===== src/rtl/countdown_sequencer.sv =====
// Countdown sequencer: turns (duration, repeat) commands into back-to-back timer runs
// and reports per-interval, end-of-sequence and abort events to the control logic.
module countdown_sequencer #(
    parameter int WIDTH  = 8,
    parameter int CWIDTH = 4
) (
    input  logic              clk,
    input  logic              reset,
    input  logic              clkena,
    input  logic [WIDTH-1:0]  cmd_time,
    input  logic [CWIDTH-1:0] cmd_count,
    input  logic              cmd_valid,
    output logic              cmd_ready,
    input  logic              abort,
    output logic [WIDTH-1:0]  cd_time,
    output logic              cd_run,
    output logic              cd_abort,
    input  logic              cd_done,
    output logic              stat_busy,
    output logic [CWIDTH-1:0] stat_remain,
    output logic              evt_period,
    output logic              evt_last,
    output logic              evt_abort
);

    // state   | meaning
    // ST_IDLE | no sequence; cmd_ready high
    // ST_RUN  | cd_run held until the timer samples it on a clkena cycle
    // ST_WAIT | interval in progress; waiting for cd_done
    typedef enum logic [1:0] {
        ST_IDLE = 2'd0,
        ST_RUN  = 2'd1,
        ST_WAIT = 2'd2
    } state_t;

    state_t             state_q, state_d;
    logic [WIDTH-1:0]   time_q, time_d;
    logic [CWIDTH-1:0]  remain_q, remain_d;
    logic               run_q, run_d;
    logic               per_q, per_d;
    logic               last_q, last_d;
    logic               abt_q, abt_d;

    // Combinational so the timer drops its interval in the same cycle
    assign cd_abort = abort && (state_q != ST_IDLE);

    always_comb begin
        state_d  = state_q;
        time_d   = time_q;
        remain_d = remain_q;
        run_d    = run_q;
        per_d    = 1'b0;
        last_d   = 1'b0;
        abt_d    = 1'b0;
        if (cd_abort) begin
            state_d  = ST_IDLE;
            run_d    = 1'b0;
            remain_d = '0;
            abt_d    = 1'b1;
        end else begin
            case (state_q)
                ST_IDLE: begin
                    if (cmd_valid) begin
                        time_d   = cmd_time;
                        remain_d = (cmd_count == '0) ? CWIDTH'(1) : cmd_count;
                        run_d    = 1'b1;
                        state_d  = ST_RUN;
                    end
                end
                ST_RUN: begin
                    if (clkena) begin
                        run_d   = 1'b0;
                        state_d = ST_WAIT;
                    end
                end
                ST_WAIT: begin
                    if (cd_done) begin
                        per_d = 1'b1;
                        if (remain_q != '0) begin
                            remain_d = remain_q - CWIDTH'(1);
                        end
                        if (remain_q <= CWIDTH'(1)) begin
                            last_d  = 1'b1;
                            state_d = ST_IDLE;
                        end else begin
                            // Re-arm immediately so intervals run back-to-back
                            run_d   = 1'b1;
                            state_d = ST_RUN;
                        end
                    end
                end
                default: begin
                    state_d = ST_IDLE;
                    run_d   = 1'b0;
                end
            endcase
        end
    end

    always_ff @(posedge clk or negedge reset) begin
        if (!reset) begin
            state_q  <= ST_IDLE;
            time_q   <= '0;
            remain_q <= '0;
            run_q    <= 1'b0;
            per_q    <= 1'b0;
            last_q   <= 1'b0;
            abt_q    <= 1'b0;
        end else begin
            state_q  <= state_d;
            time_q   <= time_d;
            remain_q <= remain_d;
            run_q    <= run_d;
            per_q    <= per_d;
            last_q   <= last_d;
            abt_q    <= abt_d;
        end
    end

    assign cmd_ready   = (state_q == ST_IDLE);
    assign stat_busy   = (state_q != ST_IDLE);
    assign cd_time     = time_q;
    assign cd_run      = run_q;
    assign stat_remain = remain_q;
    assign evt_period  = per_q;
    assign evt_last    = last_q;
    assign evt_abort   = abt_q;

endmodule


===== config.mk =====
export PLATFORM = sky130hd
export DESIGN_NAME = countdown_sequencer
export DESIGN_NICKNAME = d
export VERILOG_FILES = /design/src/rtl/countdown_sequencer.sv
export SDC_FILE = /design/constraint.sdc
export NUM_CORES = 1
export LEC_CHECK = 0
export BUFFER_PORTS_ARGS = -buffer_cell sky130_fd_sc_hd__buf_4
export CAP_MARGIN = 20
export CORE_MARGIN = 3
export CORE_UTILIZATION = 43
export DETAILED_ROUTE_END_ITERATION = 8
export PLACE_DENSITY_LB_ADDON = 0.15
export REMOVE_ABC_BUFFERS = 1
export SLEW_MARGIN = 5
export SYNTH_ARGS = -nofsm -noshare
export SYNTH_HDL_FRONTEND = slang
export SYNTH_SLANG_ARGS = --single-unit

===== constraint.sdc =====
create_clock -name clk -period 1.7 [get_ports clk]
set_input_delay 0.17 -clock clk [delete_from_list [all_inputs] [get_ports clk]]
set_output_delay 0.17 -clock clk [all_outputs]
set_load 0.05 [all_outputs]

==> qor.csv, run 1 <==
stage;metric;value;unit
timing;Final setup viols;0;
power;pwr dens;2137;nW/µm²
routing;Residual DRC;0;
grt;initial antenna violation count;0;
floorplan;core area;2082;µm²
clock_tree;CTS tree;done;
timing;fmax;625.8;MHz
yosys;Post-Syn Area;1003;µm²
grt;Global Route met3 Usage;0.03542;
grt;first-pass GRT wire length;3270;µm
cells_and_area;Filler Cells Inserted;182;
yosys;fraction of registers with async set/reset;1.000;
timing;setup TNS;0;ns
clock_tree;htree depth;1;
floorplan;Die Area;2949;µm²
timing;Hold Violations, Final;0;
grt;largest net degree at the start of global routing;19;
clock_tree;Max clock buf depth;2;
yosys;Synth Instances;87;
grt;gr busiest metal;met2;
routing;final WL;2042;µm
floorplan;Starting Density;0.4820;
routing;ANT nets after route;0;
clock_tree;clock sinks;18;
yosys;FF+latch count, synth;18;
clock_tree;later-pin clock latency in the skew report;0.28;ns
placement;port bufs;36;
worst_setup_path;crit end category;flop;
routing;Vias/cell;4.974;
power;Peak VDD IR;1.130;mV
routing;first-pass detailed-route iteration total;4;
worst_setup_path;critical path class;reg -> reg;
power;leakage;0.6444;nW
clock_tree;root buffer cell;clkbuf_4;
grt;Total GRT Usage;0.1571;
cells_and_area;share of cells above drive strength 1;0.4800;
worst_setup_path;critical path required time;1.87;ns
timing;Final min period;1.598;ns
yosys;Post-synth EDFFs;0;
cells_and_area;Sequential Area;451.7;µm²
floorplan;Die Wd;54.31;µm
cells_and_area;Final #Nets;147;
cells_and_area;final core occ;0.6346;
clock_tree;CTS buffer count;3;
clock_tree;Reg clk slew, reported paths;0.09;ns
cells_and_area;Antenna diodes;0;
grt;number of global-route vias before repair;738;
yosys;Synth cell types;33;
floorplan;die height;54.31;µm
cells_and_area;area of the multi-input gates;491.7;µm²
timing;Setup Skew;0.002293;ns
yosys;sequential cell area fraction in the yosys report;0.4489;
timing;relative slew slack;0.7897;
worst_setup_path;Critical Path Start Type;flop;
worst_setup_path;CP arrival;1.77;ns
placement;pre-CTS setup slack;0.1173;ns
floorplan;Ports;37;
run_status;status;complete, no violations;
clock_tree;Post-CTS Setup Bufs;0;
grt;GR Util met2;0.2610;
grt;GR Util met1;0.1911;
yosys;Main synth FF type;dfrtp_1;
floorplan;row cnt;16;
timing;RSZ-0062 raised after global routing;no;
placement;post-DP HPWL;1599;µm
timing;setup slack after layout;0.1021;ns
min_path;min-delay worst type;in -> reg;
grt;GR Overflow Total;0;
power;Total Power;0.002823;W
routing;WL/cell;13.43;µm
yosys;Synthesis Warnings;0;
worst_setup_path;critical path peak fanout;5;
timing;period utilization;0.9399;
timing;Slew Viols, Final;0;
routing;vias after detailed routing;756;
job;Max-cap violations;0;
timing;worst slew pin tran;0.3154;ns
routing;Initial DRC Count;9;
placement;routability cong.;0.7534;
cells_and_area;Area Overhead vs Synth;31.67;%
yosys;Synth Area per Inst;11.53;µm²
[metal layers]
layer,share of wire,vias to the layer above
met1,0.45,347
met3,0.083,2
met5,0,-
met4,0.0049,0
li1,-,377
met2,0.46,30
[worst max-delay path, stage by stage, from the launching register on]
cell and delay, ns:
dfrtp_1 0.44, inv_1 0.09, ha_1 0.20, a31oi_1 0.13, o21ai_2 0.30, mux2_4 0.33
[cell usage after synthesis (2+ instances only)]
| cell | count | area share |
|---|---|---|
| a21oi_1 | 4 | 0.020 |
| a31oi_1 | 2 | 0.012 |
| buf_6 | 2 | 0.022 |
| dfrtp_1 | 18 | 0.45 |
| ha_1 | 2 | 0.025 |
| inv_1 | 6 | 0.022 |
| mux2_4 | 10 | 0.15 |
| mux2i_1 | 3 | 0.030 |
| nand2_1 | 2 | 0.0075 |
| nand2b_1 | 4 | 0.025 |
| nor2_1 | 6 | 0.022 |
| nor2b_1 | 2 | 0.012 |
| nor3b_1 | 2 | 0.015 |
| o21ai_0 | 4 | 0.020 |
| o22ai_1 | 2 | 0.012 |
[cell families after synthesis]
group | count (synthesis) | share of synthesized area
xor+xnor | 2 | 0.01746
buf+inv | 11 | 0.06109
mux | 13 | 0.1795
fa+ha+maj | 2 | 0.02493
flops | 18 | 0.4489
compound gates | 17 | 0.1147
simple gates | 24 | 0.1533
[cells in the final DEF, fill, tap and decap left out, types with 3 or more instances in the layout]
| cell type | synthesis | routed |
|---|---|---|
| buf_4 | 1 | 38 |
| dfrtp_1 | 18 | 17 |
| mux2_4 | 10 | 10 |
| inv_1 | 6 | 6 |
| nor2_1 | 6 | 6 |
| o21ai_0 | 4 | 4 |
| a21oi_1 | 4 | 4 |
| nand2b_1 | 4 | 4 |
| mux2i_1 | 3 | 3 |
| clkbuf_4 | 0 | 3 |
[report_power, final]
group | internal [W] | total [W] | switching [W]
logic | 0.000701 | 0.00183 | 0.00113
clock network | 0.0000821 | 0.000197 | 0.000114
registers | 0.000613 | 0.000792 | 0.000179
total | 0.00140 | 0.00282 | 0.00143
[per-stage QoR]
step                      hold WS [ns]  std cells  cell area (µm²)
after CTS                       0.1052        152             1320
after floorplan                -0.1256         83            968.4
after detailed placement       0.04825        148             1287
after global routing           0.09143        152             1321
after global placement         0.05013        148             1287
final                           0.1137        152             1321
[state kept, by name (all words and copies together), names as in the netlist]
signal / flops
stat_remain: 4
evt_abort: 1
evt_period: 1
cd_time: 8
evt_last: 1
cd_run: 1
state_q: 2
[area by class of cell]
| type | count | share of cell area |
|---|---|---|
| Timing Repair Buffer | 39 | 0.2235 |
| Clock buffer | 3 | 0.01705 |
| Sequential cell | 18 | 0.3419 |
| Tap cell | 27 | 0.02557 |
| Inverter | 7 | 0.01989 |
| Multi-Input combinational cell | 58 | 0.3722 |
[repair_timing]
item | 4_1_cts | 5_1_grt
hold buffers | 1 | 0
hold endpoints to repair | 18 | 0
setup endpoints to repair | 0 | 1
resized for setup | 0 | 1
[final timing paths]
check | start | to | slack [ns] | cells past startpoint
max | stat_remain[0]$_DFFE_PN0P_ | stat_remain[2]$_DFFE_PN0P_ | 0.10 | 5
min | cmd_time[7] | cd_time[7]$_DFFE_PN0P_ | 0.11 | 2
max reg2reg | stat_remain[0]$_DFFE_PN0P_ | stat_remain[2]$_DFFE_PN0P_ | 0.10 | 5
min reg2reg | cd_time[6]$_DFFE_PN0P_ | cd_time[6]$_DFFE_PN0P_ | 0.52 | 1
max in group asynchronous | reset | state_q[0]$_DFFE_PN0P_ | 1.22 | 2
min in group asynchronous | reset | stat_remain[0]$_DFFE_PN0P_ | 0.28 | 2
Note: power is estimated with default switching activity, not from simulation.
==> run 2: changes to the inputs <==
Settings changed: PLACE_DENSITY set to 0.68, PLACE_DENSITY_LB_ADDON 0.15 to unset.
Clock period 1.7 ns to 2 ns, I/O delays scaled along.
==> run 2 against run 1 <==
  * Power shrank 14%
  * Sequential share of layout area is essentially flat
  * Cell area shrank 0.19%
  * Routed wire length grew 1.2%
  * Clock skew grew 0.0019 ns
  * Sequential power shrank 13%
  * First-iteration DRC count grew 11%
  * Clock power grew 13%
  * Die area is the same
  * Core utilization shrank 0.12 points
  * Largest power group unchanged
  * Highest routed layer is now met3
==> qor.csv, run 2 (same netlist as run 1, synthesis figures left out) <==
stage;metric;value;unit;change
power;switching power;0.001222;W;-14%
timing;fmax;616.6;MHz;
routing;Vias/cell;4.934;;-0.80%
timing;RSZ-0062 raised after global routing;no;;
floorplan;row cnt;16;;unchanged
cells_and_area;Area Overhead vs Synth;31.42;%;
routing;WL/cell;13.68;µm;+1.8%
clock_tree;Max clock buf depth;2;;unchanged
routing;first-pass detailed-route iteration total;4;;unchanged
worst_setup_path;worst-path cell chain;nor2_4 -> nor2b_1 -> buf_4;;
power;pwr dens;1841;nW/µm²;-14%
cells_and_area;final core occ;0.6334;;-0.001202
timing;relative slew slack;0.6824;;-0.1074
worst_setup_path;Worst R2R Path Depth;5;;unchanged
worst_setup_path;CP arrival;1.42;ns;-0.35 ns
cells_and_area;Final #Nets;145;;-1.4%
placement;post-DP HPWL;1607;µm;+0.54%
placement;routability cong.;0.8597;;+14%
cells_and_area;max reg flops;8;;unchanged
worst_setup_path;critical path required time;1.80;ns;-0.07 ns
timing;setup TNS;0;ns;unchanged
power;Comb pwr share;0.626;;-0.024
min_path;min-delay worst type;in -> reg;;
routing;Residual DRC;0;;unchanged
grt;GR Overflow Total;0;;unchanged
clock_tree;clock sinks;18;;unchanged
worst_setup_path;Worst Setup SP;state_q[0]$_DFFE_PN0P_;;
job;Max-cap violations;0;;unchanged
worst_setup_path;Worst path max stage delay;0.65;ns;+0.21 ns
worst_setup_path;crit end category;output pin;;
floorplan;Ports;37;;unchanged
worst_setup_path;Setup crit end;cd_abort;;
placement;port bufs;36;;unchanged
worst_setup_path;RR Startpoint;stat_remain[0]$_DFFE_PN0P_;;
timing;Slew Viols, Final;0;;unchanged
worst_setup_path;slowest CP cell;dfrtp_1;;
grt;Total GRT Usage;0.1600;;+0.002867
power;leakage;0.6430;nW;-0.22%
timing;Final setup viols;0;;unchanged
floorplan;Die Area;2949;µm²;unchanged
grt;largest net degree at the start of global routing;19;;unchanged
floorplan;Die Wd;54.31;µm;unchanged
timing;Setup Skew;0.004158;ns;+0.001865 ns
worst_setup_path;cell family with most CP delay;flip-flops;;
worst_setup_path;Critical Path Start Type;flop;;
timing;worst slew pin tran;0.4765;ns;+0.1611 ns
worst_setup_path;Worst path depth;3;;-2
floorplan;core area;2082;µm²;unchanged
floorplan;Starting Density;0.4820;;unchanged
cells_and_area;commonest cells after routing, fill and taps aside;buf_4, dfrtp_1, mux2_4;;
worst_setup_path;critical path peak fanout;13;;+8
power;P_int;0.001206;W;-14%
clock_tree;root buffer cell;clkbuf_4;;
power;Sw Ratio;0.5034;;-0.001994
grt;number of global-route vias before repair;731;;-0.95%
clock_tree;Post-CTS Setup Bufs;0;;unchanged
run_status;status;complete, no violations;;
routing;ANT nets after route;0;;unchanged
timing;period utilization;0.8108;;
power;power share of the sequential group;0.283;;+0.002
timing;Final min period;1.622;ns;
routing;final WL;2066;µm;+1.2%
routing;Initial DRC Count;10;;+1
clock_tree;CTS tree;done;;
clock_tree;htree depth;1;;unchanged
clock_tree;CTS buffer count;3;;unchanged
grt;first-pass GRT wire length;3394;µm;+3.8%
cells_and_area;share of cells above drive strength 1;0.4677;;-0.01226
clock_tree;Reg clk slew, reported paths;0.10;ns;about the same
cells_and_area;Antenna diodes;0;;unchanged
worst_setup_path;Buf/Inv on CP;1;;unchanged
worst_setup_path;reg2reg end;cd_run$_DFFE_PN0P_;;
routing;vias after detailed routing;745;;-1.5%
power;power share of the clock group;0.091;;+0.021
worst_setup_path;critical path class;reg -> out;;
cells_and_area;commonest non-fill, non-tap cell in the layout;buf_4;;
power;Peak VDD IR;1.207;mV;+6.8%
grt;initial antenna violation count;0;;unchanged
floorplan;die height;54.31;µm;unchanged
timing;Hold Violations, Final;0;;unchanged
worst_setup_path;flop2flop setup slack;0.40;ns;+0.30 ns
clock_tree;later-pin clock latency in the skew report;0.29;ns;about the same
## run 2: cell count changes in the layout (fill, tap and decap cells not counted), sizes merged
cell,before,now
buf,38,36
clkbuf,3,4
## run 2: timing repair
| action | in CTS | in global routing |
|---|---|---|
| hold endpoints to repair | 18 | 0 |
| resized for setup | 0 | 0 |
| hold buffers | 1 | 0 |
## run 2: final cells by class
class                      instances  area [µm²]
fill                             175       763.2
multi-input combinational         58       491.7
sequential                        18       450.4
inverter                           7       26.28
clock buffer                       4       36.28
tap                               27       33.78
timing repair buffer              37       280.3
## run 2: stage by stage
stage               instance area [µm²]  power [W]  hold WS, ns  setup WS, ns  instances
floorplan                         968.4   0.001783     -0.09559        0.2534         83
global placement                   1272   0.002205      0.08146        0.4696        146
detailed placement                 1272   0.002217      0.08308        0.4025        146
CTS                                1319   0.002446       0.1292        0.3513        151
global route                       1319   0.002572       0.1182        0.2516        151
finish                             1319   0.002427       0.1359        0.3783        151
## run 2: worst min path at each step
stage | startpoint | endpoint | slack (ns) | depth (start not counted)
after floorplan | reset | cd_run$_DFFE_PN0P_ | -0.1 | 0
after global placement | reset | cd_time[0]$_DFFE_PN0P_ | 0.08 | 1
after detailed placement | reset | cd_time[0]$_DFFE_PN0P_ | 0.08 | 1
after CTS | cmd_time[4] | cd_time[4]$_DFFE_PN0P_ | 0.13 | 2
after global routing | cmd_time[5] | cd_time[5]$_DFFE_PN0P_ | 0.12 | 2
final | cmd_time[4] | cd_time[4]$_DFFE_PN0P_ | 0.14 | 2
## run 2: power groups by stage
stage / clock [W] / combinational (W) / sequential (W)
6_report: 0.000222 / 0.00152 / 0.000687
4_1_cts: 0.000227 / 0.00153 / 0.000687
2_1_floorplan: 0 / 0.000622 / 0.00116
3_3_place_gp: 0 / 0.00152 / 0.000681
5_1_grt: 0.000246 / 0.00162 / 0.000711
3_5_place_dp: 0 / 0.00153 / 0.000688
## run 2: metal layers
metal	share of wire	vias to the layer above	track usage	wire [µm]
li1	-	375	-	-
met2	0.44	24	0.2430	909
met3	0.077	0	0.03542	159
met1	0.48	346	0.2304	998
met4	0	0	0.03734	0
met5	0	-	0	0
